### config.mk
export PLATFORM = sky130hd
export DESIGN_NAME = dte_final
export DESIGN_NICKNAME = d
export VERILOG_FILES = /design/src/rtl/dte_pkg.sv /design/src/rtl/dte_final.sv
export SDC_FILE = /design/constraint.sdc
export NUM_CORES = 1
export LEC_CHECK = 0
export ABC_AREA = 1
export BUFFER_PORTS_ARGS = -buffer_cell sky130_fd_sc_hd__buf_2
export CAP_MARGIN = 30
export CORE_UTILIZATION = 58
export CTS_CLUSTER_DIAMETER = 40
export DETAILED_ROUTE_END_ITERATION = 10
export HOLD_SLACK_MARGIN = 0.06
export MAX_ROUTING_LAYER = met4
export PLACE_DENSITY = 0.91
export SYNTH_ARGS = -nofsm -noshare
export SYNTH_HDL_FRONTEND = slang
export SYNTH_SLANG_ARGS = --single-unit
export TNS_END_PERCENT = 20
### constraint.sdc
create_clock -name clk -period 3.8 [get_ports clk]
set_input_delay 0.76 -clock clk [delete_from_list [all_inputs] [get_ports clk]]
set_output_delay 0.76 -clock clk [all_outputs]
set_load 0.05 [all_outputs]
### src/rtl/dte_pkg.sv
// dte_pkg: shared types for the diagnostic front-end request engine.
//   tReqType      - console request classes
//   tDiagFunction - DTE_MISC service codes carried on diag_req
package dte_pkg;

    typedef enum logic [2:0] {
        DTE_MISC      = 3'd0,
        DTE_WRITE     = 3'd1,
        DTE_DIAG_FUNC = 3'd2,
        DTE_READ      = 3'd3,
        DTE_RELEASE   = 3'd4
    } tReqType;

    typedef enum logic [6:0] {
        CLR_CROBAR = 7'o100,
        GET_APRID  = 7'o101,
        READ_MEM   = 7'o102,
        WRITE_MEM  = 7'o103,
        GET_DIAG1  = 7'o104
    } tDiagFunction;

endpackage

### src/rtl/dte_final.sv
// dte_final: timed DTE request engine.
//   Host side : req_valid/req_ready handshake plus req_time, req_type,
//               diag_req, req_data1, req_data2; one-cycle rsp_valid with
//               rsp_time and the 18,,18 reply rsp_lh/rsp_rh.
//   EBUS side : ebus_ds, ebus_diag_strobe, ebus_drive, ebus_drive_data out;
//               resolved ebus_data in.
//   Memory    : mem_addr, mem_we, mem_wdata out; combinational mem_rdata in.
//   Misc      : ucode version / hw_options / console status in; crobar out.
// Words use PDP-10 numbering (bit 0 = MSB), so PDP bits 0:17 are [35:18].
module dte_final
    import dte_pkg::*;
#(
    parameter int ADDR_W = 18
) (
    input  logic              clk,
    input  logic              rst_n,
    input  logic              req_valid,
    output logic              req_ready,
    input  logic [63:0]       req_time,
    input  logic [2:0]        req_type,
    input  logic [6:0]        diag_req,
    input  logic [35:0]       req_data1,
    input  logic [35:0]       req_data2,
    output logic              rsp_valid,
    output logic [63:0]       rsp_time,
    output logic [17:0]       rsp_lh,
    output logic [17:0]       rsp_rh,
    output logic [6:0]        ebus_ds,
    output logic              ebus_diag_strobe,
    output logic              ebus_drive,
    output logic [35:0]       ebus_drive_data,
    input  logic [35:0]       ebus_data,
    output logic [ADDR_W-1:0] mem_addr,
    output logic              mem_we,
    output logic [35:0]       mem_wdata,
    input  logic [35:0]       mem_rdata,
    input  logic [5:0]        ucode_major,
    input  logic [2:0]        ucode_minor,
    input  logic [8:0]        ucode_edit,
    input  logic [17:0]       hw_options,
    input  logic              con_run,
    input  logic              con_ebox_halted,
    output logic              crobar
);

    logic [63:0] ticks_q, ticks_d;
    logic        pending_q, pending_d;
    logic [63:0] time_q, time_d;
    logic [2:0]  type_q, type_d;
    logic [6:0]  diag_q, diag_d;
    logic [35:0] data1_q, data1_d;
    logic [35:0] data2_q, data2_d;
    logic        rsp_valid_q, rsp_valid_d;
    logic [63:0] rsp_time_q, rsp_time_d;
    logic [17:0] rsp_lh_q, rsp_lh_d;
    logic [17:0] rsp_rh_q, rsp_rh_d;
    logic [6:0]  ebus_ds_q, ebus_ds_d;
    logic        strobe_q, strobe_d;
    logic        drive_q, drive_d;
    logic [35:0] drive_data_q, drive_data_d;
    logic        mem_we_q, mem_we_d;
    logic [35:0] mem_wdata_q, mem_wdata_d;
    logic        crobar_q, crobar_d;
    logic        execute;

    assign execute = pending_q && (ticks_q >= time_q);

    always_comb begin
        ticks_d      = ticks_q + 64'd1;
        pending_d    = pending_q;
        time_d       = time_q;
        type_d       = type_q;
        diag_d       = diag_q;
        data1_d      = data1_q;
        data2_d      = data2_q;
        rsp_valid_d  = 1'b0;
        rsp_time_d   = rsp_time_q;
        rsp_lh_d     = rsp_lh_q;
        rsp_rh_d     = rsp_rh_q;
        ebus_ds_d    = ebus_ds_q;
        strobe_d     = strobe_q;
        drive_d      = drive_q;
        drive_data_d = drive_data_q;
        mem_we_d     = 1'b0;
        mem_wdata_d  = mem_wdata_q;
        crobar_d     = crobar_q;

        if (execute) begin
            pending_d   = 1'b0;
            rsp_valid_d = 1'b1;
            rsp_time_d  = ticks_q;
            rsp_lh_d    = 18'd0;
            rsp_rh_d    = 18'd0;
            case (type_q)
                DTE_WRITE: begin
                    rsp_lh_d     = ebus_data[35:18];
                    rsp_rh_d     = ebus_data[17:0];
                    ebus_ds_d    = diag_q;
                    strobe_d     = 1'b1;
                    drive_d      = 1'b1;
                    drive_data_d = data1_q;
                end
                DTE_DIAG_FUNC: begin
                    rsp_lh_d  = ebus_data[35:18];
                    rsp_rh_d  = ebus_data[17:0];
                    ebus_ds_d = diag_q;
                    strobe_d  = 1'b1;
                end
                DTE_READ: begin
                    rsp_lh_d = ebus_data[35:18];
                    rsp_rh_d = ebus_data[17:0];
                end
                DTE_RELEASE: begin
                    rsp_lh_d     = ebus_data[35:18];
                    rsp_rh_d     = ebus_data[17:0];
                    strobe_d     = 1'b0;
                    drive_d      = 1'b0;
                    drive_data_d = 36'd0;
                end
                DTE_MISC: begin
                    case (diag_q)
                        CLR_CROBAR: crobar_d = 1'b0;
                        GET_APRID: begin
                            rsp_lh_d = {ucode_major, ucode_minor, ucode_edit};
                            rsp_rh_d = hw_options;
                        end
                        READ_MEM: begin
                            rsp_lh_d = mem_rdata[35:18];
                            rsp_rh_d = mem_rdata[17:0];
                        end
                        WRITE_MEM: begin
                            mem_we_d    = 1'b1;
                            mem_wdata_d = data2_q;
                        end
                        GET_DIAG1: rsp_rh_d = {16'd0, con_run, con_ebox_halted};
                        default: ;
                    endcase
                end
                default: ;
            endcase
        end else if (req_valid && !pending_q) begin
            pending_d = 1'b1;
            time_d    = req_time;
            type_d    = req_type;
            diag_d    = diag_req;
            data1_d   = req_data1;
            data2_d   = req_data2;
        end
    end

    always_ff @(posedge clk or negedge rst_n) begin
        if (!rst_n) begin
            ticks_q      <= 64'd0;
            pending_q    <= 1'b0;
            time_q       <= 64'd0;
            type_q       <= 3'd0;
            diag_q       <= 7'd0;
            data1_q      <= 36'd0;
            data2_q      <= 36'd0;
            rsp_valid_q  <= 1'b0;
            rsp_time_q   <= 64'd0;
            rsp_lh_q     <= 18'd0;
            rsp_rh_q     <= 18'd0;
            ebus_ds_q    <= 7'd0;
            strobe_q     <= 1'b0;
            drive_q      <= 1'b0;
            drive_data_q <= 36'd0;
            mem_we_q     <= 1'b0;
            mem_wdata_q  <= 36'd0;
            crobar_q     <= 1'b1;
        end else begin
            ticks_q      <= ticks_d;
            pending_q    <= pending_d;
            time_q       <= time_d;
            type_q       <= type_d;
            diag_q       <= diag_d;
            data1_q      <= data1_d;
            data2_q      <= data2_d;
            rsp_valid_q  <= rsp_valid_d;
            rsp_time_q   <= rsp_time_d;
            rsp_lh_q     <= rsp_lh_d;
            rsp_rh_q     <= rsp_rh_d;
            ebus_ds_q    <= ebus_ds_d;
            strobe_q     <= strobe_d;
            drive_q      <= drive_d;
            drive_data_q <= drive_data_d;
            mem_we_q     <= mem_we_d;
            mem_wdata_q  <= mem_wdata_d;
            crobar_q     <= crobar_d;
        end
    end

    assign req_ready        = !pending_q;
    assign rsp_valid        = rsp_valid_q;
    assign rsp_time         = rsp_time_q;
    assign rsp_lh           = rsp_lh_q;
    assign rsp_rh           = rsp_rh_q;
    assign ebus_ds          = ebus_ds_q;
    assign ebus_diag_strobe = strobe_q;
    assign ebus_drive       = drive_q;
    assign ebus_drive_data  = drive_data_q;
    // Address follows the latched request so mem_rdata is settled by execute.
    assign mem_addr         = data1_q[ADDR_W-1:0];
    assign mem_we           = mem_we_q;
    assign mem_wdata        = mem_wdata_q;
    assign crobar           = crobar_q;

endmodule

; Word level (Yosys, flattened, before mapping)
; Cells that the tools add are included.
[totals]
ff_bits = 395
latch_bits = 0
ram_bits = 0
mem_bits_ro = 0
in_bits = 259
output_inout_bits = 203
word_cells = 58
n_memories = 0
[classes]
n_addsub = 1
mul = 0
div = 0
n_lt_le_gt_ge = 1
n_eq_ne = 9
n_shift = 0
mux = 13
bitwise = 1
n_reduce_logical = 15
[op_table]
columns = cell, count
row1 = 18-bit case mux with 2 select lines, 3
row2 = 36-bit case mux with 2 select lines, 1
row3 = 64-bit by 1-bit adder with 64-bit output (second input constant), 1
row4 = 64-bit greater-or-equal comparator, 1
row5 = 18-bit case mux with 3 select lines, 1
row6 = 7-bit == test (second input constant), 5
row7 = 2-bit AND reduction, 4
row8 = 3-bit by 2-bit == test with 1-bit output (second input constant), 2
row9 = 1-bit 2-to-1 mux, 6
row10 = 3-bit AND reduction, 2
row11 = 2-bit nonzero test, 3
row12 = 1-bit case mux with 2 select lines, 2
row13 = 4-bit OR reduction, 1
row14 = 3-bit by 1-bit == test with 1-bit output (second input constant), 1
row15 = 3-bit == test (second input constant), 1
row16 = 3-bit zero test, 1
row17 = 1-bit logical AND, 2
row18 = 2-bit OR reduction, 1
row19 = 1-bit zero test, 1
row20 = 1-bit NOT, 1

; Depth between registers and ports, before layout
[depth]
ltp_word = 4
depth_mapped = 20
depth_no_buf = 19

; Worst setup path before layout
; OpenSTA, ideal clock, no wires.
[synth_path]
path_kind = flip-flop to flip-flop
startpoint = register ticks_q[59]
endpoint = register rsp_time_q[38], in the netlist rsp_time[38]
arrival_time_ns = 1.924
path_slack_ns = 1.755
path_stages_with_launch = 15
period_less_slack_ns = 2.045
cell_sequence = dfrtp_1 ha_1 nand2_1 nor2_1 and2_1 nand3_2 inv_1 nand2_1 nand2_1 nor2_4 nand2_4 nand2_4 buf_6 buf_6 o21ai_2
[synth_between]
elab_chain_cells = 2
[synth_lines]
columns = element, line_no
row1 = start: declaration, dte_final.sv:46  ; logic [63:0] ticks_q, ticks_d;
row2 = start signal: assignment, dte_final.sv:172  ; ticks_q <= ticks_d;
row3 = 64-bit greater-or-equal comparator, dte_final.sv:66  ; assign execute = pending_q && (ticks_q >= time_q);
row4 = 1-bit logical AND, dte_final.sv:66
row5 = end signal: assignment, dte_final.sv:180  ; rsp_time_q <= rsp_time_d;
row6 = end: declaration, dte_final.sv:54  ; logic [63:0] rsp_time_q, rsp_time_d;
; No other way between the ends.
; A chain may end at the register's enable or synchronous reset.

; Worst setup path after layout
[layout_path]
startpoint = register ticks_q[3]
endpoint = register rsp_time_q[25], in the netlist rsp_time[25]
; The elaborated chain is that of the path after synthesis.

==> metrics.txt <==
Clk Tree Root Cell=clkbuf_16; DR vias/cell=5.57; chip width=about 180 µm; Total Routing Usage GR=35.9%; Vias=~17,000; CP max stage delay=roughly 0.5 ns; PostCTS Resize Cnt=0; area of the die=approximately 33,000 µm²; RSZ-0062 raised after global routing=no; post-route insts no fill=approximately 3,000; GR Overflow Total=0; # Post-CTS Setup Buffers=0; clk buf depth=3; CTS tree=yes; chip height=183 µm; Unique masters post-synth=~40; Worst EP required=around 4.3 ns; IO Pins=between 400 and 500; PortBufs=~460; slowest CP cell=buf_4; outcome=finished, final reports clean; CP dominant cell by count=nand2_1; # setup viols final=0; Final Worst Setup Slack=around 0.85 ns; drt first pass iters=9; WL final=58.2 mm; delay-heaviest family, CP=simple AND/OR/NAND/NOR gates; Final min period=2.95 ns; crit-path max FO=53; Syn Std Cell Area=18,900 µm²; TritonCTS Buffers=just under 50; initial antenna violation count=18; number of max-cap violations=0; hpwl dp=around 42 mm; Post-Syn Instances=around 2,100; Setup crit start kind=register; clock-pin slew on the worst setup and hold paths=roughly 0.060 ns; endpoint type of the worst setup path=register; Hold-fix buffers, CTS=0; max-slew violations=0; Leak Pwr=approximately 0.013 µW; Site Rows=65; Place WS=0.920 ns; Ys Warns=0; Slew @ Worst Pin=0.895 ns; DRC Markers=0; DR WL/cell=about 19 µm; Worst-Skew Late Latency=about 0.56 ns; initial drt markers=approximately 1,400; initial cell density of the core=approximately three fifths; Max Clock Skew=0.0269 ns; CP Class=reg2reg; CTS sink count=about 400; most frequent cells in the layout=460 x buf_2, 419 x nand2_1, 394 x dfrtp_1; period utilization=between 70% and 80%; number of global-route vias before repair=16,800; Peak supply drop=0.000372 V; Pwr Density=approximately 400 nW/µm²; final-report hold violation count=0; fill cell total of the finished layout=between 2,000 and 2,500; post-layout net count=~2,800; first-pass GRT wire length=about 90 mm; Rel. slew slack=about two fifths; share of post-route cells with drive strength above 1=around 28%; largest net degree at the start of global routing=about 130; CP Data Arrival Time=3.41 ns; WP buf/inv=1; commonest non-fill, non-tap cell in the layout=buf_2; Final Wtd Congestion=0.984; CTS H-tree depth=2; Antenna Nets Post-Route=0; placed cells=just under 3,000; sequential area share after synthesis=about 52%; Achievable Freq=about 340 MHz; #FFs+latches synth=395; Layout area overhead=22.3%; total core area=~32,000 µm²; Hold Crit Class=in2async; syn_area_per_cell=9.07 µm²; net count after synthesis=approximately 2,400; Final TNS setup=0 ns; CP cell instances=ha_1 > a21oi_1 > nand2_1 > nand2_1 > nand2_1 > nand2_1 > nand2_1 > nand2_1 > nand2_1 > nand2_2 > nand2_4 > nand2_8 > buf_4 > nand2_1 > o21ai_2
-- cell type report --
cell class,count,area (µm²),area share (%)
timing repair buffer,483,2570,11.1
sequential,395,9890,42.7
clock buffer,59,1330,5.76
clock inverter,32,362,1.56
multi-input combinational,1305,7380,31.9
antenna,19,47.5,0.205
tap,435,544,2.35
inverter,279,1050,4.52
-- report_power, final --
part | leakage, µW | switching [µW] | total, µW | internal [µW]
clock | 0.000827 | 1910 | 4800 | 2890
sequential | 0.00477 | 0 | 4210 | 4210
combinational | 0.00715 | 149 | 258 | 109
total | 0.0128 | 2060 | 9270 | 7200
-- state kept, by name (all words and copies together), names as in the netlist, 7 cells and up --
signal	flops
data2_q	36
diag_q	7
rsp_rh	18
ebus_drive_data	36
time_q	64
rsp_time	64
ebus_ds	7
rsp_lh	18
ticks_q	64
data1_q	36
mem_wdata	36
-- path summary, 6_finish.rpt --
kind	from	endpoint	slack, ns	cells past startpoint
min in group clk	req_data2[14]	data2_q[14]	0.44	2
max reg2reg	ticks_q[3]	rsp_time[25]	0.85	15
max	ticks_q[3]	rsp_time[25]	0.85	15
max in group asynchronous	rst_n	ebus_drive_data[11]	2.58	2
min	rst_n	ticks_q[24]	0.15	1
min reg2reg	ebus_drive_data[4]	ebus_drive_data[4]	0.47	2
-- synth_stat cells, drive strengths merged --
master,instances,area share (%)
a21o,2,0.079
a21oi,135,3.6
a22oi,36,1.4
and2,1,0.033
buf,66,2.6
clkbuf,42,0.83
dfrtp,394,52
dfstp,1,0.14
ha,65,4.3
inv,279,5.5
mux2,43,2.6
nand2,430,8.7
nand3,57,1.6
nand3b,1,0.040
nand4,57,2.1
nor2,222,4.8
nor3,43,1.4
nor4,12,0.40
o21ai,102,3.7
o221ai,2,0.093
o22ai,34,1.1
or2,1,0.033
xnor2,1,0.046
xor2,61,2.8
-- metal layers --
layer	vias up	global-route usage [%]	part of all wire [%]
met2	886	58.9	49
met4	0	21.8	6.4
met3	205	5.79	7.3
met5	-	-	0
met1	8065	41.7	37
li1	7598	-	-
-- logic make-up (layout without fill, tap and decap cells) --
| logic type | Yosys count | count (layout) | synth area share [%] |
|---|---|---|---|
| flops | 395 | 395 | 52.2 |
| simple gates | 824 | 824 | 19.1 |
| fa+ha+maj | 65 | 65 | 4.29 |
| mux | 43 | 43 | 2.56 |
| buf+inv | 387 | 853 | 9.00 |
| other cells | 0 | 19 | 0 |
| compound gates | 311 | 311 | 10.0 |
| xor+xnor | 62 | 62 | 2.87 |
-- per-stage QoR --
step                utilization (%)  instance area, µm²  hold WS (ns)  total power [µW]
CTS                            72.5               23100         0.159              9310
finish                         72.7               23200         0.153              9270
detailed placement             67.2               21400         0.449              4540
floorplan                         -               18900         0.457              4300
global placement               67.2               21400         0.450              4540
global route                   72.7               23200         0.172              9530
Note: power is estimated with default switching activity, not from simulation.
